### config.mk
export PLATFORM = sky130hd
export DESIGN_NAME = bsg_cache_dma_rr_arbiter_flat
export DESIGN_NICKNAME = d
export VERILOG_FILES = /design/src/rtl/bsg_cache_dma_rr_arbiter_if.sv /design/src/rtl/bsg_cache_dma_rr_arbiter.sv /design/src/flat_wrapper.sv
export SDC_FILE = /design/constraint.sdc
export NUM_CORES = 1
export LEC_CHECK = 0
export CORE_AREA = 2 2 193 195
export DETAILED_ROUTE_END_ITERATION = 10
export DIE_AREA = 0 0 195 197
export PLACE_DENSITY = 0.37
export SLEW_MARGIN = 5
export SYNTH_ARGS = -nofsm -noshare
export SYNTH_HDL_FRONTEND = slang
export SYNTH_SLANG_ARGS = --single-unit
### constraint.sdc
create_clock -name clk_i -period 1.87 [get_ports clk_i]
set_clock_uncertainty 0.1 [all_clocks]
set_input_delay 0.187 -clock clk_i [delete_from_list [all_inputs] [get_ports clk_i]]
set_output_delay 0.187 -clock clk_i [all_outputs]
set_load 0.01 [all_outputs]
### src/rtl/bsg_cache_dma_rr_arbiter_if.sv
// DMA bundle between N caches, the round-robin arbiter and one downstream DMA consumer.
// master = arbiter side, slave = environment (caches + memory).
interface bsg_cache_dma_rr_arbiter_if #(
  parameter int num_cache_p  = 4,
  parameter int addr_width_p = 28,
  parameter int data_width_p = 32
);
  localparam int dma_pkt_width_lp = addr_width_p + 1;
  localparam int lg_num_cache_lp  = $clog2(num_cache_p);

  logic [num_cache_p-1:0][dma_pkt_width_lp-1:0] dma_pkt_i;
  logic [num_cache_p-1:0]                       dma_pkt_v_i;
  logic [num_cache_p-1:0]                       dma_pkt_yumi_o;
  logic [num_cache_p-1:0][data_width_p-1:0]     dma_data_o;
  logic [num_cache_p-1:0]                       dma_data_v_o;
  logic [num_cache_p-1:0]                       dma_data_ready_i;
  logic [num_cache_p-1:0][data_width_p-1:0]     dma_data_i;
  logic [num_cache_p-1:0]                       dma_data_v_i;
  logic [num_cache_p-1:0]                       dma_data_yumi_o;
  logic [dma_pkt_width_lp-1:0]                  mem_pkt_o;
  logic                                         mem_pkt_v_o;
  logic                                         mem_pkt_yumi_i;
  logic [data_width_p-1:0]                      mem_data_i;
  logic                                         mem_data_v_i;
  logic                                         mem_data_ready_o;
  logic [data_width_p-1:0]                      mem_data_o;
  logic                                         mem_data_v_o;
  logic                                         mem_data_yumi_i;
  logic [lg_num_cache_lp-1:0]                   grant_id_o;

  modport master (
    input  dma_pkt_i, dma_pkt_v_i, dma_data_ready_i, dma_data_i, dma_data_v_i,
           mem_pkt_yumi_i, mem_data_i, mem_data_v_i, mem_data_yumi_i,
    output dma_pkt_yumi_o, dma_data_o, dma_data_v_o, dma_data_yumi_o,
           mem_pkt_o, mem_pkt_v_o, mem_data_ready_o, mem_data_o, mem_data_v_o, grant_id_o
  );

  modport slave (
    output dma_pkt_i, dma_pkt_v_i, dma_data_ready_i, dma_data_i, dma_data_v_i,
           mem_pkt_yumi_i, mem_data_i, mem_data_v_i, mem_data_yumi_i,
    input  dma_pkt_yumi_o, dma_data_o, dma_data_v_o, dma_data_yumi_o,
           mem_pkt_o, mem_pkt_v_o, mem_data_ready_o, mem_data_o, mem_data_v_o, grant_id_o
  );
endinterface

### src/rtl/bsg_cache_dma_rr_arbiter.sv
// Round-robin arbiter sharing one DMA channel among caches; a grant covers packet + full block.
// Optional per-cache read/write packet counters: define BSG_CACHE_DMA_ARB_STATS_EN.
module bsg_cache_dma_rr_arbiter #(
  parameter int num_cache_p           = 4,
  parameter int addr_width_p          = 28,
  parameter int data_width_p          = 32,
  parameter int block_size_in_words_p = 8
) (
  input  logic                          clk_i,
  input  logic                          reset_n_i,
  bsg_cache_dma_rr_arbiter_if.master    bus
`ifdef BSG_CACHE_DMA_ARB_STATS_EN
  ,
  output logic [num_cache_p-1:0][31:0]  rd_count_o,
  output logic [num_cache_p-1:0][31:0]  wr_count_o
`endif
);
  localparam int lg_num_cache_lp  = $clog2(num_cache_p);
  localparam int dma_pkt_width_lp = addr_width_p + 1;
  localparam int cnt_width_lp     = $clog2(block_size_in_words_p);

  typedef enum logic [1:0] {IDLE, PKT, FILL, EVICT} state_e;

  state_e                      r_state, w_state_next;
  logic [lg_num_cache_lp-1:0]  r_grant, r_rr_ptr, w_pick, w_rr_next;
  logic [lg_num_cache_lp:0]    w_sum;
  logic [cnt_width_lp-1:0]     r_cnt;
  logic                        w_found, w_beat, w_last;
  logic [dma_pkt_width_lp-1:0] w_pkt;
  logic [data_width_p-1:0]     w_evict_word;

  assign w_pkt        = bus.dma_pkt_i[r_grant];
  assign w_evict_word = bus.dma_data_i[r_grant];
  assign w_last       = (r_cnt == cnt_width_lp'(block_size_in_words_p - 1));
  assign w_beat       = ((r_state == FILL) && bus.mem_data_v_i && bus.dma_data_ready_i[r_grant])
                     || ((r_state == EVICT) && bus.mem_data_yumi_i);
  assign w_rr_next    = (r_grant == lg_num_cache_lp'(num_cache_p - 1))
                      ? '0 : r_grant + lg_num_cache_lp'(1);
  assign bus.grant_id_o = r_grant;

  // First requester at or after rr_ptr; scanning downward lets the nearest one win.
  always_comb begin
    // NOTE: every comb output gets a default before any branch so no latch is inferred.
    w_found = 1'b0;
    w_pick  = r_rr_ptr;
    w_sum   = '0;
    for (int i = num_cache_p - 1; i >= 0; i--) begin
      w_sum = {1'b0, r_rr_ptr} + (lg_num_cache_lp + 1)'(i);
      if (w_sum >= (lg_num_cache_lp + 1)'(num_cache_p))
        w_sum = w_sum - (lg_num_cache_lp + 1)'(num_cache_p);
      if (bus.dma_pkt_v_i[w_sum[lg_num_cache_lp-1:0]]) begin
        w_found = 1'b1;
        w_pick  = w_sum[lg_num_cache_lp-1:0];
      end
    end
  end

  // NOTE: sequential state uses non-blocking assignments only, so every flop samples pre-edge values.
  always_ff @(posedge clk_i or negedge reset_n_i) begin
    if (!reset_n_i) r_state <= IDLE;
    else            r_state <= w_state_next;
  end

  always_comb begin
    w_state_next = r_state;
    unique case (r_state)
      IDLE:        if (w_found) w_state_next = PKT;
      PKT:         if (bus.mem_pkt_yumi_i)
                     w_state_next = w_pkt[dma_pkt_width_lp-1] ? EVICT : FILL;
      FILL, EVICT: if (w_beat && w_last) w_state_next = IDLE;
      default:     w_state_next = IDLE;
    endcase
  end

  always_ff @(posedge clk_i or negedge reset_n_i) begin
    if (!reset_n_i) begin
      r_grant  <= '0;
      r_rr_ptr <= '0;
      r_cnt    <= '0;
    end else begin
      if ((r_state == IDLE) && w_found)          r_grant <= w_pick;
      if ((r_state == PKT) && bus.mem_pkt_yumi_i) r_cnt   <= '0;
      if (w_beat) begin
        r_cnt <= r_cnt + cnt_width_lp'(1);
        if (w_last) r_rr_ptr <= w_rr_next;
      end
    end
  end

  // Only the granted cache ever sees a valid/yumi; data outputs are zero outside their phase.
  always_comb begin
    bus.mem_pkt_v_o      = 1'b0;
    bus.mem_pkt_o        = '0;
    bus.dma_pkt_yumi_o   = '0;
    bus.mem_data_ready_o = 1'b0;
    bus.dma_data_v_o     = '0;
    bus.dma_data_o       = '0;
    bus.mem_data_o       = '0;
    bus.mem_data_v_o     = 1'b0;
    bus.dma_data_yumi_o  = '0;
    unique case (r_state)
      PKT: begin
        bus.mem_pkt_v_o             = 1'b1;
        bus.mem_pkt_o               = w_pkt;
        bus.dma_pkt_yumi_o[r_grant] = bus.mem_pkt_yumi_i;
      end
      FILL: begin
        bus.mem_data_ready_o      = bus.dma_data_ready_i[r_grant];
        bus.dma_data_v_o[r_grant] = bus.mem_data_v_i;
        bus.dma_data_o            = {num_cache_p{bus.mem_data_i}};
      end
      EVICT: begin
        bus.mem_data_o               = w_evict_word;
        bus.mem_data_v_o             = bus.dma_data_v_i[r_grant];
        bus.dma_data_yumi_o[r_grant] = bus.mem_data_yumi_i;
      end
      default: ;
    endcase
  end

`ifdef BSG_CACHE_DMA_ARB_STATS_EN
  logic [num_cache_p-1:0][31:0] r_rd_count, r_wr_count;

  always_ff @(posedge clk_i or negedge reset_n_i) begin
    if (!reset_n_i) begin
      r_rd_count <= '0;
      r_wr_count <= '0;
    end else if ((r_state == PKT) && bus.mem_pkt_yumi_i) begin
      for (int c = 0; c < num_cache_p; c++) begin
        if (r_grant == lg_num_cache_lp'(c)) begin
          if (w_pkt[dma_pkt_width_lp-1]) r_wr_count[c] <= r_wr_count[c] + 32'd1;
          else                           r_rd_count[c] <= r_rd_count[c] + 32'd1;
        end
      end
    end
  end

  assign rd_count_o = r_rd_count;
  assign wr_count_o = r_wr_count;
`endif
endmodule

### src/flat_wrapper.sv
// flat-port wrapper written by rule: the top's interface ports become plain ports
module bsg_cache_dma_rr_arbiter_flat 
#(
  parameter int num_cache_p           = 4,
  parameter int addr_width_p          = 28,
  parameter int data_width_p          = 32,
  parameter int block_size_in_words_p = 8
)
  (clk_i, reset_n_i, bus_dma_pkt_i, bus_dma_pkt_v_i, bus_dma_data_ready_i, bus_dma_data_i, bus_dma_data_v_i, bus_mem_pkt_yumi_i, bus_mem_data_i, bus_mem_data_v_i, bus_mem_data_yumi_i, bus_dma_pkt_yumi_o, bus_dma_data_o, bus_dma_data_v_o, bus_dma_data_yumi_o, bus_mem_pkt_o, bus_mem_pkt_v_o, bus_mem_data_ready_o, bus_mem_data_o, bus_mem_data_v_o, bus_grant_id_o);
  bsg_cache_dma_rr_arbiter_if #(.num_cache_p(num_cache_p), .addr_width_p(addr_width_p), .data_width_p(data_width_p)) bus_i ();
  input  logic clk_i;
  input  logic reset_n_i;
  input wire logic [$bits(bus_i.dma_pkt_i)-1:0] bus_dma_pkt_i;
  input wire logic [$bits(bus_i.dma_pkt_v_i)-1:0] bus_dma_pkt_v_i;
  input wire logic [$bits(bus_i.dma_data_ready_i)-1:0] bus_dma_data_ready_i;
  input wire logic [$bits(bus_i.dma_data_i)-1:0] bus_dma_data_i;
  input wire logic [$bits(bus_i.dma_data_v_i)-1:0] bus_dma_data_v_i;
  input wire logic [$bits(bus_i.mem_pkt_yumi_i)-1:0] bus_mem_pkt_yumi_i;
  input wire logic [$bits(bus_i.mem_data_i)-1:0] bus_mem_data_i;
  input wire logic [$bits(bus_i.mem_data_v_i)-1:0] bus_mem_data_v_i;
  input wire logic [$bits(bus_i.mem_data_yumi_i)-1:0] bus_mem_data_yumi_i;
  output wire logic [$bits(bus_i.dma_pkt_yumi_o)-1:0] bus_dma_pkt_yumi_o;
  output wire logic [$bits(bus_i.dma_data_o)-1:0] bus_dma_data_o;
  output wire logic [$bits(bus_i.dma_data_v_o)-1:0] bus_dma_data_v_o;
  output wire logic [$bits(bus_i.dma_data_yumi_o)-1:0] bus_dma_data_yumi_o;
  output wire logic [$bits(bus_i.mem_pkt_o)-1:0] bus_mem_pkt_o;
  output wire logic [$bits(bus_i.mem_pkt_v_o)-1:0] bus_mem_pkt_v_o;
  output wire logic [$bits(bus_i.mem_data_ready_o)-1:0] bus_mem_data_ready_o;
  output wire logic [$bits(bus_i.mem_data_o)-1:0] bus_mem_data_o;
  output wire logic [$bits(bus_i.mem_data_v_o)-1:0] bus_mem_data_v_o;
  output wire logic [$bits(bus_i.grant_id_o)-1:0] bus_grant_id_o;
  assign bus_i.dma_pkt_i = bus_dma_pkt_i;
  assign bus_i.dma_pkt_v_i = bus_dma_pkt_v_i;
  assign bus_i.dma_data_ready_i = bus_dma_data_ready_i;
  assign bus_i.dma_data_i = bus_dma_data_i;
  assign bus_i.dma_data_v_i = bus_dma_data_v_i;
  assign bus_i.mem_pkt_yumi_i = bus_mem_pkt_yumi_i;
  assign bus_i.mem_data_i = bus_mem_data_i;
  assign bus_i.mem_data_v_i = bus_mem_data_v_i;
  assign bus_i.mem_data_yumi_i = bus_mem_data_yumi_i;
  assign bus_dma_pkt_yumi_o = bus_i.dma_pkt_yumi_o;
  assign bus_dma_data_o = bus_i.dma_data_o;
  assign bus_dma_data_v_o = bus_i.dma_data_v_o;
  assign bus_dma_data_yumi_o = bus_i.dma_data_yumi_o;
  assign bus_mem_pkt_o = bus_i.mem_pkt_o;
  assign bus_mem_pkt_v_o = bus_i.mem_pkt_v_o;
  assign bus_mem_data_ready_o = bus_i.mem_data_ready_o;
  assign bus_mem_data_o = bus_i.mem_data_o;
  assign bus_mem_data_v_o = bus_i.mem_data_v_o;
  assign bus_grant_id_o = bus_i.grant_id_o;
  bsg_cache_dma_rr_arbiter #(.num_cache_p(num_cache_p), .addr_width_p(addr_width_p), .data_width_p(data_width_p), .block_size_in_words_p(block_size_in_words_p)) u_core (.clk_i(clk_i), .reset_n_i(reset_n_i), .bus(bus_i));
endmodule
Word level (Yosys, flattened, before mapping)
Cells that the tools add are included.
- logic and storage cells: 94
- register bits: 9
- output and inout bits: 206
- add/sub/neg operators: 9
- equality and inequality tests: 8
- mux-type cells: 47
- reduce and logical (&&, ||, !) cells: 13
- order comparisons: 10
- bitwise operators: 3
- operator list (cell ; count):
    $mux W128 ; 1
    $bmux W32 S2 ; 1
    $mux W32 ; 2
    $bmux W29 S2 ; 1
    $mux W29 ; 2
    $mux W2 ; 12
    $lt A2 B3 Y1 const B ; 5
    $mux W1 ; 15
    $and A4 B4 Y4 ; 3
    $bmux W1 S2 ; 6
    $mux W4 ; 3
    $ge A3 B3 Y1 const B ; 3
    $sub A2 B1 Y2 const B ; 4
    $logic_and A1 B1 Y1 ; 7
    $add A2 B2 Y3 const B ; 2
    $eq A2 B2 Y1 const B ; 3
    $mux W3 ; 2
    $pmux W2 S3 ; 1
    $ne A2 B1 Y1 const B ; 2
    $add A2 B1 Y3 const B ; 1
    $add A3 B1 Y3 const B ; 1
    $eq A3 B3 Y1 const B ; 1
    $ge A2 B3 Y1 const B ; 1
    $reduce_and A3 Y1 ; 1
    other kinds (10) ; 10

Logic depth before layout (Yosys ltp)
- depth in word-level cells: 11
- depth in mapped cells: 5
- mapped depth without buffers: 4

Worst setup path after synthesis
Ideal clock, no wire load.
- path kind: register to output
- from: register u_core.r_grant[0], in the netlist u_core.bus.grant_id_o[0]
- to: output port bus_mem_data_o[0]
- cell stages (with the launch flop): 5
- path buffers: 2
- setup slack: -0.086 ns
- data arrival time: 1.669 ns
- path through: dfrtp_1 -> buf_2 -> buf_4 -> mux4_2 -> and2_1
- word-level cells in the longest chain between the ends: 3
- RTL lines (what ; line ; RTL):
    start: declaration ; bsg_cache_dma_rr_arbiter.sv:25 ; logic [lg_num_cache_lp-1:0] r_grant, r_rr_ptr, w_pick, w_rr_next;
    start signal: assignment ; bsg_cache_dma_rr_arbiter.sv:81 ; if ((r_state == IDLE) && w_found) r_grant <= w_pick;
    $bmux W32 S2 ; bsg_cache_dma_rr_arbiter.sv:33 ; assign w_evict_word = bus.dma_data_i[r_grant];
    $mux W32 (not written as such) ; bsg_cache_dma_rr_arbiter.sv:33 ;
    $mux W32 ; bsg_cache_dma_rr_arbiter.sv:101 ; unique case (r_state)
    end: declaration ; flat_wrapper.sv:29 ; output wire logic [$bits(bus_i.mem_data_o)-1:0] bus_mem_data_o;
Every way passes these cells. The select of a mux whose other input is x is not followed.

Worst setup path after layout
- from: register u_core.r_grant[0], in the netlist u_core.bus.grant_id_o[0]
- to: output port bus_mem_pkt_o[0]
- word-level cells in the longest chain between the ends: 3
- RTL lines (what ; line ; RTL):
    $bmux W29 S2 ; bsg_cache_dma_rr_arbiter.sv:32 ; assign w_pkt = bus.dma_pkt_i[r_grant];
    $mux W29 (not written as such) ; bsg_cache_dma_rr_arbiter.sv:32 ;
    $mux W29 ; bsg_cache_dma_rr_arbiter.sv:101 ;
    end: declaration ; flat_wrapper.sv:26 ; output wire logic [$bits(bus_i.mem_pkt_o)-1:0] bus_mem_pkt_o;
Every way passes these cells. The select of a mux whose other input is x is not followed.

==> flow_summary.yaml <==
timing:
  fin_ws_ns: -0.356
  period_share: 1.19
  fin_setup_tns_ns: -17.43
  timing.slew.headroom: 0.680
  rsz0062_at_grt: "true"
  tightest_slew_ns: 0.479
  max_freq_mhz: 449
  period_minus_slack_ns: 2.23
  setup_viol: 82
  hold_violations: 0
  final-max-slew-violation-count: 0
  hold_ws_ns: 0.178
logic_synthesis:
  synth_fa_ha_area_frac: 0.0216
  syn_inst: 348
  synth.cell_area_um2: 3470
  synth_top_family_by_area: "multiplexers"
  seq_area_frac_synth: 0.0649
  synthMuxAreaShare: 0.421
  syn_avg_cell_area_um2: 9.97
  ys_ff_latch: 9
  synthSimpleGateAreaFrac: 0.221
  synth_nets: 647
  yosys_warnings: 0
  yosysUniqueCellTypes: 27
  synth-compound-area-share: 0.0267
  synth-xor-area-share: 0
grt:
  grt_pass1_wl_um: 34800
  grt_usage: 0.125
  antenna_found_initial: 12
  grt.overflow.total: 0
  grt_pass1_vias: 4996
  grt_max_degree: 35
drt:
  wl_met1_um: 8450
  drt-initial-drc-count: 82
  routedWlPerCell_um: 19.8
  drc: 0
  top_layer_used: "met5"
  dr_wl_met2_um: 13900
  dr.pass1.iters: 4
  detail-route-antenna-nets: 0
  drt_wl_total_um: 25500
  vias_per_cell: 3.61
  num_vias: 4653
  route.met3.wl_um: 2550
power_and_ir_drop:
  p_per_area_nw_per_um2: 1140
  leakagePower_uw: 0.00394
  pwr-share-seq: 0.036
  power.share.switching: 0.388
  clockPowerShare: 0.036
  p_switching_uw: 4260
  p_int_uw: 6740
  ir_worst_vdd_v: 0.000382
  p_comb_frac: 0.928
critical_path:
  critPathLaunch: "u_core.bus.grant_id_o[0]"
  worstPathRequired_ns: 1.58
  endpoint_kind: "primary output"
  cpMaxStageDelayCell: "dfrtp_4"
  crit_path_frequent_cell: "buf_12"
  path_max_fanout: 7
  r2r_start: "u_core.bus.grant_id_o[0]"
  arrival_ns: 1.94
  crit_buf_inv: 4
  max_stage_delay_ns: 0.56
  path_class: "flop to primary output"
  worstPathCellList: "buf_12, buf_12, buf_8, mux4_2, and2_4, buf_6"
  critPathLaunchType: "flop"
  path_delay_family: "flip-flops"
clock_network:
  cts_sinks: 9
  cts_tree: "yes"
  path_clk_slew_ns: 0.04
  clock_latency_ns: 0.24
  cts-htree-levels: 1
  clockBufferDepth: 2
  cts_made_buffers: 3
  cts_root_buf: "clkbuf_16"
  ctsHoldBuffers: 0
final_layout:
  area_growth_pct: 178
  fillers: 3874
  fin_nets: 1115
  drive_gt1_frac: 0.474
  final_common_cell: "clkdlybuf4s50_1"
  final_cell_mix: "clkdlybuf4s50_1 (293), buf_6 (91), and2_4 (80), mux4_2 (63), clkdlybuf4s15_1 (63)"
placed_design:
  gp_congestion: 0.867
  dp.final_hpwl_um: 21300
  io_buffers: 498
run:
  maxCapViolCount: 0
run_status:
  violations: "setup timing"
  status: "finished with violations"
floorplan:
  coreArea_um2: 36300
  die_area_um2: 38400
  io_pins: 499
  die_w_um: 195
  start_util: 0.0957
  chipHeight_um: 197
  row_count: 70
worst_hold_path:
  hp-class: "primary input to async pin"
==> cell usage after synthesis <==
cell type    n  share of area
buf_4      101           0.22
and2_1      96           0.17
mux4_2      63           0.41
clkbuf_1    15          0.016
and3_1      12          0.022
nand2_1     10          0.011
dfrtp_1      9          0.065
ha_1         6          0.022
a21oi_1      5         0.0072
buf_2        3         0.0043
inv_1        3         0.0032
buf_1        2         0.0022
mux2_1       2         0.0065
mux2i_1      2         0.0058
nand2b_1     2         0.0036
nor2_1       2         0.0022
nor2b_1      2         0.0036
o21ai_0      2         0.0029
o21ai_1      2         0.0029
o22ai_1      2         0.0036
a21o_1       1         0.0022
a32o_2       1         0.0032
nand2_2      1         0.0018
nand3b_1     1         0.0022
o211ai_1     1         0.0022
o2bb2ai_1    1         0.0025
or4_1        1         0.0022
==> power groups by stage <==
| stage | Sequential [uW] | Clock [uW] | Combinational (uW) |
|---|---|---|---|
| after floorplan | 368 | 0 | 4560 |
| after global placement | 382 | 0 | 8790 |
| after detailed placement | 383 | 0 | 8710 |
| after CTS | 407 | 416 | 9940 |
| after global routing | 416 | 417 | 10900 |
| final | 401 | 393 | 10200 |
==> layout make-up <==
class                      instances  area, um^2  area share
timing repair buffer             584        5960       0.618
antenna                            5        12.5     0.00130
inverter                           3        16.3     0.00169
sequential                         9         230      0.0239
tap                              468         586      0.0608
clock buffer                       4        78.8     0.00818
multi-input combinational        215        2760       0.286
==> metrics by stage <==
| stage | setup WS, ns | power (uW) | cells | util | cell area, um^2 |
|---|---|---|---|---|---|
| after floorplan | 0.0189 | 4930 | 348 | - | 3470 |
| after global placement | -0.387 | 9170 | 1232 | 0.240 | 8710 |
| after detailed placement | -0.402 | 9090 | 1232 | 0.240 | 8710 |
| after CTS | -0.400 | 10800 | 1278 | 0.259 | 9400 |
| after global routing | -0.390 | 11800 | 1286 | 0.266 | 9630 |
| final | -0.356 | 11000 | 1288 | 0.266 | 9640 |
==> worst paths after layout <==
check | endpoint | slack (ns) | cells after the start
max | bus_mem_pkt_o[0] | -0.36 | 6
max in group asynchronous | u_core.bus.grant_id_o[0] | 1.13 | 1
max reg2reg | u_core.r_rr_ptr[1] | -0.25 | 5
min reg2reg | u_core.r_cnt[0] | 0.39 | 1
min in group clk_i | u_core.r_cnt[0] | 0.39 | 1
min | u_core.r_state[0] | 0.18 | 1
==> flip-flops by register name (all words and copies together) (netlist names) <==
| signal | flops |
|---|---|
| u_core.bus.grant_id_o | 2 |
| u_core.r_cnt | 3 |
| u_core.r_rr_ptr | 2 |
| u_core.r_state | 2 |
==> cells by family after synthesis <==
group	Yosys count
AND/OR/NAND/NOR	127
buffers and inverters	124
multiplexers	67
AO/OA/AOI/OAI	15
flip-flops	9
adder cells (fa/ha/maj)	6
==> metal layers <==
metal | GRT usage | up-vias
li1 | - | 2101
met1 | 0.123 | 2202
met2 | 0.245 | 304
met3 | 0.0452 | 34
met4 | 0.0336 | 12
met5 | 0 | -
==> what timing repair did <==
| item | CTS | global route |
|---|---|---|
| pin swaps | 51 | 12 |
| gates resized for setup | 715 | 149 |
| endpoints found under the hold margin | 0 | 0 |
| endpoints found under the setup margin | 213 | 190 |
| gates cloned | 7 | 1 |
| setup buffers | 36 | 11 |
(Power assumes the default switching activity.)
